$ cat config.mk
export PLATFORM = sky130hd
export DESIGN_NAME = dual_port_ram_fifo_controller_flat
export DESIGN_NICKNAME = d
export VERILOG_FILES = /design/src/rtl/dual_port_ram_fifo_controller_if.sv /design/src/rtl/dual_port_ram_fifo_controller.sv /design/src/flat_wrapper.sv
export SDC_FILE = /design/constraint.sdc
export NUM_CORES = 1
export LEC_CHECK = 0
export ABC_CLOCK_PERIOD_IN_PS = 7800
export BUFFER_PORTS_ARGS = -buffer_cell sky130_fd_sc_hd__buf_2
export CAP_MARGIN = 30
export CORE_ASPECT_RATIO = 1.4
export CORE_MARGIN = 3
export CORE_UTILIZATION = 45
export DETAILED_ROUTE_END_ITERATION = 12
export GPL_TIMING_DRIVEN = 0
export HOLD_SLACK_MARGIN = 0.08
export PLACE_DENSITY = 0.85
export SYNTH_ARGS = -nofsm -noshare
export SYNTH_HDL_FRONTEND = slang
export SYNTH_SLANG_ARGS = --single-unit
$ cat constraint.sdc
create_clock -name clock -period 7.8 [get_ports clock]
set_input_delay 0.39 -clock clock [delete_from_list [all_inputs] [get_ports clock]]
set_output_delay 0.39 -clock clock [all_outputs]
set_load 0.01 [all_outputs]
$ cat src/rtl/dual_port_ram_fifo_controller_if.sv
// Producer/consumer handshake bundle for the RAM-backed FIFO controller.
// The controller uses the slave modport; whoever feeds and drains it uses master.
interface dual_port_ram_fifo_controller_if #(
  parameter int WIDTH = 8
);
  logic             write_valid;
  logic             write_ready;
  logic [WIDTH-1:0] write_data;
  logic             read_valid;
  logic             read_ready;
  logic [WIDTH-1:0] read_data;

  modport master (
    output write_valid,
    output write_data,
    input  write_ready,
    input  read_valid,
    input  read_data,
    output read_ready
  );

  modport slave (
    input  write_valid,
    input  write_data,
    output write_ready,
    output read_valid,
    output read_data,
    input  read_ready
  );
endinterface

$ cat src/rtl/dual_port_ram_fifo_controller.sv
// Pointer/level controller turning an external dual-port RAM into a first-word-fall-through FIFO.
// Write-to-read latency is one cycle; write_ready = !full, read_valid = !empty, both from registered level only.
module dual_port_ram_fifo_controller #(
  parameter int WIDTH                  = 8,
  parameter int DEPTH                  = 16,
  parameter int ADDRESS_WIDTH          = $clog2(DEPTH),
  parameter int LEVEL_WIDTH            = $clog2(DEPTH + 1),
  parameter int ALMOST_FULL_THRESHOLD  = DEPTH - 2,
  parameter int ALMOST_EMPTY_THRESHOLD = 2
) (
  input  logic                     clock,
  input  logic                     reset,
  dual_port_ram_fifo_controller_if.slave fifo,
  output logic                     ram_write_enable,
  output logic [ADDRESS_WIDTH-1:0] ram_write_address,
  output logic [WIDTH-1:0]         ram_write_data,
  output logic                     ram_read_enable,
  output logic [ADDRESS_WIDTH-1:0] ram_read_address,
  input  logic [WIDTH-1:0]         ram_read_data,
  output logic [LEVEL_WIDTH-1:0]   level,
  output logic                     full,
  output logic                     empty,
  output logic                     almost_full,
  output logic                     almost_empty
);

  localparam logic [ADDRESS_WIDTH-1:0] LAST_ADDRESS  = ADDRESS_WIDTH'(DEPTH - 1);
  localparam logic [LEVEL_WIDTH-1:0]   LEVEL_FULL    = LEVEL_WIDTH'(DEPTH);
  localparam logic [LEVEL_WIDTH-1:0]   LEVEL_AFULL   = LEVEL_WIDTH'(ALMOST_FULL_THRESHOLD);
  localparam logic [LEVEL_WIDTH-1:0]   LEVEL_AEMPTY  = LEVEL_WIDTH'(ALMOST_EMPTY_THRESHOLD);

  logic [ADDRESS_WIDTH-1:0] write_pointer, write_pointer_next;
  logic [ADDRESS_WIDTH-1:0] read_pointer, read_pointer_next;
  logic [LEVEL_WIDTH-1:0]   level_q, level_next;
  logic                     write_fire;
  logic                     read_fire;

  // Explicit wrap so non-power-of-two depths never address past the last entry.
  function automatic logic [ADDRESS_WIDTH-1:0] advance(input logic [ADDRESS_WIDTH-1:0] ptr);
    return (ptr == LAST_ADDRESS) ? '0 : ptr + ADDRESS_WIDTH'(1);
  endfunction

  assign full         = (level_q == LEVEL_FULL);
  assign empty        = (level_q == '0);
  assign almost_full  = (level_q >= LEVEL_AFULL);
  assign almost_empty = (level_q <= LEVEL_AEMPTY);
  assign level        = level_q;

  assign fifo.write_ready = !full;
  assign fifo.read_valid  = !empty;
  assign fifo.read_data   = ram_read_data;

  assign write_fire = fifo.write_valid && !full;
  assign read_fire  = fifo.read_ready && !empty;

  assign ram_write_enable  = write_fire;
  assign ram_write_address = write_pointer;
  assign ram_write_data    = fifo.write_data;
  assign ram_read_enable   = !empty;
  assign ram_read_address  = read_pointer;

  always_comb begin
    write_pointer_next = write_pointer;
    read_pointer_next  = read_pointer;
    level_next         = level_q;
    if (write_fire) write_pointer_next = advance(write_pointer);
    if (read_fire)  read_pointer_next  = advance(read_pointer);
    if (write_fire && !read_fire)      level_next = level_q + LEVEL_WIDTH'(1);
    else if (read_fire && !write_fire) level_next = level_q - LEVEL_WIDTH'(1);
  end

  always_ff @(posedge clock) begin
    if (reset) begin
      write_pointer <= '0;
      read_pointer  <= '0;
      level_q       <= '0;
    end else begin
      write_pointer <= write_pointer_next;
      read_pointer  <= read_pointer_next;
      level_q       <= level_next;
    end
  end

endmodule

$ cat src/flat_wrapper.sv
// flat-port wrapper written by rule: the top's interface ports become plain ports
module dual_port_ram_fifo_controller_flat 
#(
  parameter int WIDTH                  = 8,
  parameter int DEPTH                  = 16,
  parameter int ADDRESS_WIDTH          = $clog2(DEPTH),
  parameter int LEVEL_WIDTH            = $clog2(DEPTH + 1),
  parameter int ALMOST_FULL_THRESHOLD  = DEPTH - 2,
  parameter int ALMOST_EMPTY_THRESHOLD = 2
)
  (clock, reset, ram_write_enable, ram_write_address, ram_write_data, ram_read_enable, ram_read_address, ram_read_data, level, full, empty, almost_full, almost_empty, fifo_write_valid, fifo_write_data, fifo_write_ready, fifo_read_valid, fifo_read_data, fifo_read_ready);
  dual_port_ram_fifo_controller_if #(.WIDTH(WIDTH)) fifo_i ();
  input  logic clock;
  input  logic reset;
  output logic ram_write_enable;
  output logic [ADDRESS_WIDTH-1:0] ram_write_address;
  output logic [WIDTH-1:0] ram_write_data;
  output logic ram_read_enable;
  output logic [ADDRESS_WIDTH-1:0] ram_read_address;
  input  logic [WIDTH-1:0] ram_read_data;
  output logic [LEVEL_WIDTH-1:0] level;
  output logic full;
  output logic empty;
  output logic almost_full;
  output logic almost_empty;
  input wire logic [$bits(fifo_i.write_valid)-1:0] fifo_write_valid;
  input wire logic [$bits(fifo_i.write_data)-1:0] fifo_write_data;
  output wire logic [$bits(fifo_i.write_ready)-1:0] fifo_write_ready;
  output wire logic [$bits(fifo_i.read_valid)-1:0] fifo_read_valid;
  output wire logic [$bits(fifo_i.read_data)-1:0] fifo_read_data;
  input wire logic [$bits(fifo_i.read_ready)-1:0] fifo_read_ready;
  assign fifo_i.write_valid = fifo_write_valid;
  assign fifo_i.write_data = fifo_write_data;
  assign fifo_write_ready = fifo_i.write_ready;
  assign fifo_read_valid = fifo_i.read_valid;
  assign fifo_read_data = fifo_i.read_data;
  assign fifo_i.read_ready = fifo_read_ready;
  dual_port_ram_fifo_controller #(.WIDTH(WIDTH), .DEPTH(DEPTH), .ADDRESS_WIDTH(ADDRESS_WIDTH), .LEVEL_WIDTH(LEVEL_WIDTH), .ALMOST_FULL_THRESHOLD(ALMOST_FULL_THRESHOLD), .ALMOST_EMPTY_THRESHOLD(ALMOST_EMPTY_THRESHOLD)) u_core (.clock(clock), .reset(reset), .fifo(fifo_i), .ram_write_enable(ram_write_enable), .ram_write_address(ram_write_address), .ram_write_data(ram_write_data), .ram_read_enable(ram_read_enable), .ram_read_address(ram_read_address), .ram_read_data(ram_read_data), .level(level), .full(full), .empty(empty), .almost_full(almost_full), .almost_empty(almost_empty));
endmodule
---- After elaboration in Yosys (flattened, before gate mapping) ----
Cells that the tools add are included.
cells by class
  add/sub/neg operators ................... 4
  mux-type cells .......................... 4
  equality and inequality tests ........... 3
  order comparisons ....................... 2
  reductions and logical operators ........ 10
operator list
  operator                                                                           number
  5-bit 2-to-1 mux                                                                   2
  4-bit by 1-bit adder with 4-bit output (second input constant)                     2
  4-bit equality test (second input constant)                                        2
  4-bit 2-to-1 mux                                                                   2
  5-bit by 1-bit adder with 5-bit output (second input constant)                     1
  5-bit equality test (second input constant)                                        1
  5-bit by 4-bit >= comparator with 1-bit output (second input constant)             1
  5-bit by 2-bit less-or-equal comparator with 1-bit output (second input constant)  1
  5-bit zero test                                                                    1
  5-bit by 1-bit subtractor with 5-bit output (second input constant)                1
  1-bit logical AND                                                                  4
  1-bit zero test                                                                    4
  2-bit nonzero test                                                                 1
storage, ports and cells
  bits in registers ....................... 13
  bits of input ports ..................... 20

---- Logic depth before layout (Yosys ltp) ----
Gate-level depths: netlist (run 1).
  depth after elaboration ................. 7
  gate-level depth with buffers ........... 9

---- Least setup slack after synthesis (run 1) ----
No wires, ideal clock.
  path type ............................... reg-to-reg
  from .................................... register u_core.level_q[2] (netlist: u_core.level[2])
  to ...................................... register u_core.level_q[4] (netlist: u_core.level[4])
  required time ........................... 7.679 ns
  setup slack ............................. 5.282 ns
  cell stages (with the launch flop) ...... 10
  period minus slack after synthesis ...... 2.518 ns
  path buffers ............................ 0
  data arrival time ....................... 2.398 ns
  cells stage by stage .................... dfxtp_1 -> or3_4 -> o31ai_4 -> ha_1 -> inv_1 -> ha_1 -> a21oi_1 -> a211oi_1 -> a31oi_1 -> mux2_2
on the way
  cells in the longest elaborated chain, start to end .. 6
  elaborated cells between the ends (all ways) .. 15
RTL lines
  item                                                                                 RTL line                             source
  start: declaration                                                                   dual_port_ram_fifo_controller.sv:34  logic [LEVEL_WIDTH-1:0] level_q, level_next;
  start signal: assignment                                                             dual_port_ram_fifo_controller.sv:80  level_q <= level_next;
  branches (longest 6 deep; another with 5-bit by 1-bit subtractor with 5-bit output)  n/a
Parallel ways; which one is timed is not known. The select of a mux whose other input is x is not followed.
A chain may end at the register's enable or synchronous reset.

---- Worst setup path after layout (run 1) ----
Same ends and word-level chain as after synthesis.

==> reports/results.txt, run 1 <==
fmax: 369.5 MHz
CTS-repair resized insts: 0
ys flop type: dfxtp_1
vias: 847
R2R depth: 9
vias in the first global route: 720
Max-Cap Viols: 0
nets@finish: 174
Mapped Area: 908.4 µm²
# port buffers: 39
initial antenna violation count: 0
Crit path required time: 7.98 ns
die width: 43.97 µm
crit path launch type: register
Seq pwr share: 28.5%
Synth area leaders: dfxtp_1 29%, buf_4 14%, ha_1 8.3%, nor2_1 5.8%, a21oi_1 4.4%
I/O Pins: 57
Tot Pwr: 420.0 µW
final clock skew: 0.006921 ns
vias per inst: 5.102
clk buf depth: 2
register area share after synthesis: 28.65%
Post-synth EDFFs: 0
Logic pwr share: 61.2%
Sw Share: 45.41%
Synthesis Warnings: 0
Worst-Skew Late Latency: 0.28 ns
# H-tree levels: 1
WL final: 1986 µm
# rows: 18
Peak VDD IR: 0.2325 mV
wire per inst: 11.96 µm
Layout Area Growth over Synthesis: 27.14%
Post-synth top cells: 17 x buf_4, 14 x nor2_1, 13 x dfxtp_1
worst slew pin tran: 0.4375 ns
CTS root buffer: clkbuf_4
Setup Buffers After CTS: 0
setup_tns: 0 ns
hold_buf cts: 0
clock share of power: 10.2%
number of buffers created by CTS: 3
cell internal pwr: 229.3 µW
crit path DAT: 2.89 ns
CTS clk-pin slew, worst paths: 0.08 ns
CP Max Fanout: 6
first-pass GRT wire length: 3070 µm
routability congestion estimate: 0.8211
Die Span Y: 59.16 µm
busiest grt layer: met2
post-synth cell types: 33
status: completed
final hold viol count: 0
post-synth top area cell: dfxtp_1
Syn Inst Count: 103
clock sinks: 13
met3 GRT Util: 3.951%
DR DRC count: 0
ANT cells: 0
die area: 2601 µm²
largest net degree at the start of global routing: 11
syn_nets: 130
GRT Residual Overflow: 0
fin cells: 166
Worst Hold Class: input pin to register
met2 GRT Util: 25.21%
Initial Utilization: 49.19%
syn avg cell area: 8.819 µm²
Tcrit/Tclk final: 34.69%
CP endpoint kind: register
area of the core: 1847 µm²
CTS tree: built
asr flop ratio synth: 0%
Period minus WS final: 2.706 ns
starting DRC count in detailed routing: 13
ANT nets after route: 0
unrepaired setup endpoints after global routing: no
R2R Setup Slk: 5.09 ns
drt pass-1 iters: 4
Global Route Usage Sum: 15.53%
number of setup violations in the final report: 0
Detail Placement HPWL: 1621 µm
share of Yosys cell area claimed by the top area cell type: 28.65%
routing usage on met1: 18.44%
leakage power figure: 0.6106 nW
CP Class: register to register
top-count cell post-synth: buf_4
Slew Limit Fails: 0
post-synthesis register bit count: 13
share of cells above drive strength 1: 44.52%
placed insts: 162
slew margin rel.: 70.84%
Net Sw Power: 190.7 µW
P per Cell Area: 363.7 nW/µm²
Hold Path Cell Cnt: 4
## metal layers
metal | vias to the layer above | wire length (µm)
met5 | - | 0
met4 | 0 | 33
met3 | 5 | 168
met2 | 33 | 1005
met1 | 374 | 780
li1 | 435 | -
## cells by family (layout without fill, tap and decap cells)
group	after synthesis	after routing	synth area share [%]
and+or+nand+nor	30	30	16.80
buffers and inverters	24	67	16.94
AOI/OAI and AO/OA	21	21	18.59
DFF	13	13	28.65
adders and majority gates	7	7	10.47
muxes	5	5	5.647
xor gates and xnor gates	3	3	2.893
## registers in the layout (all words and copies together) (netlist names)
register and flops:
u_core.level 5, u_core.ram_write_address 4, u_core.ram_read_address 4
## cell type report
cell class                      count  area, µm²
Buffer                             20      138.9
Tap cell                           20      25.02
Inverter                            4      15.01
Fill cell                         162      691.9
Clock buffer                        4      26.28
Sequential cell                    13      260.3
Timing Repair Buffer               39      195.2
Multi-Input combinational cell     66      494.2
## layout by cell type, fill, tap and decap left out, types with 2 or more instances in the layout
cell type and count:
mux2i_1 4, dfxtp_1 13, nand3_1 3, xor2_1 2, a21oi_1 8, inv_1 4
clkbuf_4 3, a31oi_1 2, buf_4 17, nand2_1 3, nor2_1 14, ha_1 6
a21o_1 2, buf_2 39, or3_1 3, clkbuf_1 4
## stage by stage
step / hold WS [ns] / util, % / cell area [µm²] / setup slack, ns
6_report: 0.4941 / 62.53 / 1155 / 5.094
4_1_cts: 0.4889 / 62.53 / 1155 / 5.084
3_5_place_dp: 0.5235 / 61.11 / 1129 / 5.104
3_3_place_gp: 0.4935 / 61.11 / 1129 / 5.144
2_1_floorplan: 0.5191 / - / 908.4 / 5.282
5_1_grt: 0.5094 / 62.53 / 1155 / 4.936
## final timing paths
kind	start	endpoint
worst max-delay path	u_core.level[2]	u_core.level[4]
worst min-delay path	fifo_read_ready	u_core.ram_read_address[0]
worst max register to register	u_core.level[2]	u_core.level[4]
worst min register to register	u_core.ram_read_address[0]	u_core.ram_read_address[0]
## power by group through the flow
stage | clock [mW] | sequential [mW] | combinational, mW
floorplan | 0 | 0.124 | 0.182
global placement | 0 | 0.120 | 0.250
detailed placement | 0 | 0.122 | 0.259
CTS | 0.0449 | 0.120 | 0.259
global route | 0.0480 | 0.126 | 0.288
finish | 0.0430 | 0.120 | 0.257
## worst max-delay path, stage by stage (launching register included)
cell and delay (ns):
dfxtp_1 0.37, or3_4 0.43, o31ai_4 0.31, ha_1 0.24
inv_1 0.11, ha_1 0.33, a21oi_1 0.19, a211oi_1 0.10
a31oi_1 0.17, mux2_2 0.34
Note: power is estimated with default switching activity, not from simulation.
==> inputs of run 2 (changes only) <==
--- a/config.mk
+++ b/config.mk
@@ -5,16 +5,17 @@
 export SDC_FILE = /design/constraint.sdc
 export NUM_CORES = 1
 export LEC_CHECK = 0
-export ABC_CLOCK_PERIOD_IN_PS = 7800
+export ABC_AREA = 1
+export ABC_CLOCK_PERIOD_IN_PS = 2350
 export BUFFER_PORTS_ARGS = -buffer_cell sky130_fd_sc_hd__buf_2
 export CAP_MARGIN = 30
 export CORE_ASPECT_RATIO = 1.4
 export CORE_MARGIN = 3
-export CORE_UTILIZATION = 45
+export CORE_UTILIZATION = 39
 export DETAILED_ROUTE_END_ITERATION = 12
 export GPL_TIMING_DRIVEN = 0
 export HOLD_SLACK_MARGIN = 0.08
-export PLACE_DENSITY = 0.85
+export PLACE_DENSITY = 0.77
 export SYNTH_ARGS = -nofsm -noshare
 export SYNTH_HDL_FRONTEND = slang
 export SYNTH_SLANG_ARGS = --single-unit
==> constraint.sdc (replaced) <==
create_clock -name clock -period 2.35 [get_ports clock]
set_input_delay 0.1175 -clock clock [delete_from_list [all_inputs] [get_ports clock]]
set_output_delay 0.1175 -clock clock [all_outputs]
set_load 0.01 [all_outputs]
==> run 2 against run 1 <==
  * Die area rose by 20%
  * Register-to-register slack worse by 4.9 ns
  * Sequential share of layout area decreased by 0.99 points
  * Sequential power rose to 3.3 times the previous value
  * First-iteration DRC count increased by 7.7%
  * Utilization down 8.6 points
  * Synthesized area rose by 6.1%
==> reports/results.txt, run 2 <==
vias: 955 (+13%)
drt pass-1 iters: 4 (unchanged)
starting DRC count in detailed routing: 14 (+1)
max reg flops: 5 (unchanged)
most frequent cells in the layout: 40 x buf_2, 19 x nand2_1, 17 x buf_4
Tot Pwr: 1.418 mW (+240%)
nets@finish: 203 (+17%)
post-synth cell types: 20 (-39%)
clk buf depth: 2 (unchanged)
CP endpoint kind: register
Post-synth top cells: 19 x nand2_1, 17 x buf_4, 16 x nor2_1
unrepaired setup endpoints after global routing: no
Detail Placement HPWL: 1829 µm (+13%)
WL final: 2224 µm (+12%)
largest net degree at the start of global routing: 10 (-1)
vias per inst: 4.848 (-5.0%)
Mapped Area: 963.4 µm² (+6.1%)
worst setup margin: 0.2173 ns (-4.877 ns)
syn avg cell area: 7.299 µm² (-17%)
routability congestion estimate: 0.7787 (-5.2%)
Layout Area Growth over Synthesis: 25.97%
final clock skew: 0.003547 ns (-0.003374 ns)
commonest non-fill, non-tap cell in the layout: buf_2
first-pass GRT wire length: 3663 µm (+19%)
Synthesis Warnings: 0 (unchanged)
ys flop type: dfxtp_1
Post-synth EDFFs: 0 (unchanged)
leakage power figure: 0.6909 nW (+13%)
# H-tree levels: 1 (unchanged)
R2R depth: 13 (+4)
area of the core: 2252 µm² (+22%)
P per Cell Area: 1168 nW/µm² (+220%)
slew margin rel.: 76.98% (+6.1 points)
DR DRC count: 0 (unchanged)
Hold Path Cell Cnt: 2 (-2)
number of setup violations in the final report: 0 (unchanged)
ANT cells: 0 (unchanged)
crit path launch type: register
final hold viol count: 0 (unchanged)
fmax: 468.9 MHz (+27%)
share of Yosys cell area claimed by the top area cell type: 27.01% (-1.6 points)
CTS root buffer: clkbuf_4
Worst Hold Class: input pin to register
asr flop ratio synth: 0% (unchanged)
# port buffers: 39 (unchanged)
post-synthesis register bit count: 13 (unchanged)
syn_nets: 159 (+22%)
Setup Buffers After CTS: 0 (unchanged)
vias in the first global route: 889 (+23%)
CTS clk-pin slew, worst paths: 0.08 ns (about the same)
die width: 48.01 µm (+9.2%)
ANT nets after route: 0 (unchanged)
Hold Slack: 0.1280 ns (-0.3661 ns)
I/O Pins: 57 (unchanged)
Tcrit/Tclk final: 90.76% (+56 points)
Initial Utilization: 42.78% (-6.4 points)
share of cells above drive strength 1: 42.29% (-2.2 points)
setup_tns: 0 ns (unchanged)
Period minus WS final: 2.133 ns (-0.5733 ns)
Crit path required time: 2.52 ns (-5.46 ns)
top-count cell post-synth: nand2_1
CP Max Fanout: 6 (unchanged)
wire per inst: 11.29 µm (-5.6%)
# fillers: 226 (+40%)
pre-CTS setup slack: 0.1909 ns (-4.913 ns)
number of buffers created by CTS: 3 (unchanged)
CP Class: register to register
initial antenna violation count: 0 (unchanged)
clock sinks: 13 (unchanged)
status: completed
Global Route Usage Sum: 15.36% (-0.16 points)
CTS tree: built
die area: 3111 µm² (+20%)
Die Span Y: 64.81 µm (+9.6%)
Worst-Skew Late Latency: 0.27 ns (about the same)
post-synth top area cell: dfxtp_1
worst slew pin tran: 0.3448 ns (-0.09271 ns)
Max-Cap Viols: 0 (unchanged)
Slew Limit Fails: 0 (unchanged)
Peak VDD IR: 0.7565 mV (+230%)
GRT Residual Overflow: 0 (unchanged)
crit path DAT: 2.30 ns (-0.59 ns)
Synth area leaders: dfxtp_1 27%, buf_4 13%, ha_1 7.8%, nand2_1 7.4%, nor2_1 6.2%
register area share after synthesis: 27.01% (-1.6 points)
# rows: 20 (+2)
Syn Inst Count: 132 (+28%)
## run 2: per-layer routing
metal	global-route usage [%]	vias up	wire [µm]
li1	-	486	-
met1	16.67	430	846
met2	27.98	35	1225
met3	2.500	4	132
met4	5.051	0	20
met5	0	-	0
## run 2: kinds of logic (layout without fill, tap and decap cells)
| kind of cell | Yosys count | in the layout | synth area share, % |
|---|---|---|---|
| AND/OR/NAND/NOR | 55 | 55 | 29.09 |
| flip-flops | 13 | 13 | 27.01 |
| adder cells (fa/ha/maj) | 7 | 7 | 9.870 |
| AO/OA/AOI/OAI | 17 | 17 | 9.609 |
| buffers and inverters | 36 | 79 | 20.78 |
| XOR/XNOR | 4 | 4 | 3.636 |
## run 2: final timing paths
path	slack, ns	end	start
worst max-delay path	0.22	u_core.level[4]	u_core.level[0]
worst min-delay path	0.13	u_core.ram_read_address[2]	reset
worst max register to register	0.22	u_core.level[4]	u_core.level[0]
worst min register to register	0.51	u_core.ram_read_address[3]	u_core.ram_read_address[3]
## run 2: final cells by class
type,instances,area [µm²],share of cell area (%)
multi-input combinational,83,503.0,41.44
sequential,13,261.5,21.55
timing repair buffer,39,195.2,16.08
buffer,18,132.6,10.93
inverter,18,67.56,5.567
tap,22,27.53,2.268
clock buffer,4,26.28,2.165
## run 2: critical path, cell delays in order, from the launching register on
cell	delay [ns]
dfxtp_1	0.53
nor2_4	0.08
nand3_4	0.11
nand2_2	0.08
inv_2	0.09
ha_1	0.19
inv_2	0.08
fa_1	0.40
nand2_1	0.08
nand3_1	0.08
nand3_1	0.07
nand2_1	0.05
o21ai_0	0.14
inv_1	0.05
## run 2: stage by stage
step                      instances  instance area [µm²]  util [%]
after floorplan                 132                963.4         -
after detailed placement        193                 1186     52.67
after global routing            197                 1214     53.89
final                           197                 1214     53.89
after CTS                       197                 1212     53.83
after global placement          193                 1186     52.67
## run 2: what timing repair did
action	CTS	global route
resized for setup	0	2
hold buffers	0	0
endpoints found under the setup margin	0	2
## run 2: report_power, final
group          switching (mW)  internal, mW
registers               0.114         0.287
logic                   0.515         0.365
clock network          0.0708        0.0657
==> inputs of run 3 (changes only) <==
--- a/config.mk
+++ b/config.mk
@@ -9,7 +9,6 @@
 export ABC_CLOCK_PERIOD_IN_PS = 2350
 export BUFFER_PORTS_ARGS = -buffer_cell sky130_fd_sc_hd__buf_2
 export CAP_MARGIN = 30
-export CORE_ASPECT_RATIO = 1.4
 export CORE_MARGIN = 3
 export CORE_UTILIZATION = 39
 export DETAILED_ROUTE_END_ITERATION = 12
==> run 3 against run 2 <==
  * Maximum frequency increased by 0.16%
  * Worst hold slack improved by 0.0019 ns
  * Flip-flop and latch count unchanged
  * Sequential power decreased by 1%
  * First-iteration DRC count increased by 36%
  * Global-route usage decreased by 1.1 points
  * Via count decreased by 0.63%
  * Critical path type unchanged
  * Largest cell class unchanged
  * Highest routed layer unchanged
==> reports/results.txt, run 3 (same netlist as run 2, synthesis figures left out) <==
status: completed
CTS clk-pin slew, worst paths: 0.08 ns (about the same)
largest net degree at the start of global routing: 10 (unchanged)
P per Cell Area: 1158 nW/µm² (-0.90%)
routability congestion estimate: 0.8376 (+7.6%)
vias per inst: 4.675 (-3.6%)
HP Start: reset
Worst-Skew Late Latency: 0.27 ns (about the same)
initial antenna violation count: 0 (unchanged)
# port buffers: 39 (unchanged)
Tcrit/Tclk final: 90.61% (-0.14 points)
CTS root buffer: clkbuf_4
die width: 55.70 µm (+16%)
Worst Hold Class: input pin to register
Max-Cap Viols: 0 (unchanged)
crit path launch type: register
Hold Path Cell Cnt: 2 (unchanged)
final hold viol count: 0 (unchanged)
# fillers: 222 (-1.8%)
Peak VDD IR: 0.8590 mV (+14%)
fmax: 469.6 MHz (+0.16%)
ANT nets after route: 0 (unchanged)
Crit path required time: 2.52 ns (about the same)
worst slew pin tran: 0.2277 ns (-0.1171 ns)
most frequent cells in the layout: 40 x buf_2, 19 x nand2_1, 17 x buf_4
Tot Pwr: 1.415 mW (-0.18%)
Reg2Reg Launch Point: u_core.level[3]
Layout Area Growth over Synthesis: 26.88%
R2R depth: 13 (unchanged)
critical path, cell by cell: nor2_4, nand3_4, nand2_2, inv_2, ha_1, inv_2, ha_1, nand3_1, nand3_1, nand2_1, nand2_1, o21ai_0, inv_1
drt pass-1 iters: 4 (unchanged)
Period minus WS final: 2.129 ns (-0.003366 ns)
# H-tree levels: 1 (unchanged)
clk buf depth: 2 (unchanged)
CP Max Fanout: 5 (-1)
# rows: 17 (-15%)
CP endpoint kind: register
clock sinks: 13 (unchanged)
Initial Utilization: 42.33% (-0.45 points)
crit path DAT: 2.30 ns (about the same)
Setup Buffers After CTS: 0 (unchanged)
slew margin rel.: 84.80% (+7.8 points)
vias in the first global route: 903 (+1.6%)
final clock skew: 0.006903 ns (+0.003356 ns)
CTS-repair resized insts: 0 (unchanged)
I/O Pins: 57 (unchanged)
setup_tns: 0 ns (unchanged)
leakage power figure: 0.6912 nW (about the same)
Hold Path End: u_core.ram_read_address[2]
vias: 949 (-0.63%)
Slew Limit Fails: 0 (unchanged)
Die Span Y: 55.70 µm (-14%)
die area: 3102 µm² (-0.28%)
pre-CTS setup slack: 0.1304 ns (-0.06044 ns)
number of buffers created by CTS: 3 (unchanged)
CTS tree: built
area of the core: 2276 µm² (+1.1%)
DR DRC count: 0 (unchanged)
starting DRC count in detailed routing: 19 (+5)
share of cells above drive strength 1: 42.86% (+0.57 points)
Detail Placement HPWL: 1821 µm (-0.42%)
unrepaired setup endpoints after global routing: no
ANT cells: 0 (unchanged)
Global Route Usage Sum: 14.30% (-1.1 points)
commonest non-fill, non-tap cell in the layout: buf_2
R2R Setup Slk: 0.22 ns (about the same)
crit-path max cell delay: 0.38 ns (-0.15 ns)
wire per inst: 10.60 µm (-6.1%)
first-pass GRT wire length: 3615 µm (-1.3%)
worst setup margin: 0.2206 ns (+0.003366 ns)
nets@finish: 203 (unchanged)
CP Class: register to register
RR Endpoint: u_core.level[3]
WL final: 2152 µm (-3.2%)
max reg flops: 5 (unchanged)
Crit-path slowest cell: dfxtp_1
number of setup violations in the final report: 0 (unchanged)
GRT Residual Overflow: 0 (unchanged)
hold_buf cts: 0 (unchanged)
## run 3: cell counts in the layout (fill, tap and decap cells not counted)
Identical to the previous run, type by type.
## run 3: through the flow
stage	cells	utilization (%)	instance area [µm²]	hold slack [ns]
finish	203	53.71	1222	0.1299
global route	203	53.71	1222	0.1366
CTS	203	53.60	1220	0.1266
detailed placement	199	52.45	1194	0.4118
global placement	199	52.45	1194	0.4114
floorplan	132	-	963.4	0.2903
## run 3: cell type report
type / instances / area [µm²] / area share, %
Sequential cell: 13 / 262.8 / 21.49
Multi-Input combinational cell: 83 / 503.0 / 41.15
Clock buffer: 4 / 26.28 / 2.149
Timing Repair Buffer: 39 / 195.2 / 15.97
Buffer: 18 / 132.6 / 10.85
Inverter: 18 / 67.56 / 5.527
Tap cell: 28 / 35.03 / 2.866
## run 3: worst max path at each step
stage	from	to	cells after the start	slack [ns]
6_report	u_core.level[3]	u_core.level[3]	13	0.22
3_5_place_dp	u_core.level[1]	u_core.level[3]	13	0.13
3_3_place_gp	u_core.level[1]	u_core.level[4]	13	0.22
5_1_grt	u_core.level[3]	u_core.level[4]	13	0.01
2_1_floorplan	u_core.level[1]	u_core.level[4]	13	0.29
4_1_cts	u_core.level[1]	u_core.level[3]	13	0.10
## run 3: metal layers
layer  share of wire, %  vias to the layer above  track usage, %
li1                   -                      488               -
met1                 40                      418           16.20
met2                 52                       41           26.52
met3                7.4                        2           4.408
met4               0.42                        0           2.083
met5                  0                        -               0
## run 3: report_power, final
part / internal, mW / leakage [nW] / switching [mW] / total [mW]
sequential: 0.289 / 0.108 / 0.107 / 0.397
clock: 0.0657 / 0.0150 / 0.0709 / 0.137
combinational: 0.368 / 0.569 / 0.514 / 0.882
total: 0.723 / 0.691 / 0.693 / 1.42
## run 3: worst max-delay path, delay by kind of cell (launching register included)
| kind | cells | cell delay [ns] |
|---|---|---|
| AO/OA/AOI/OAI | 1 | 0.15 |
| adder cells (fa/ha/maj) | 2 | 0.52 |
| buffers and inverters | 3 | 0.22 |
| flip-flops | 1 | 0.38 |
| AND/OR/NAND/NOR | 7 | 0.76 |
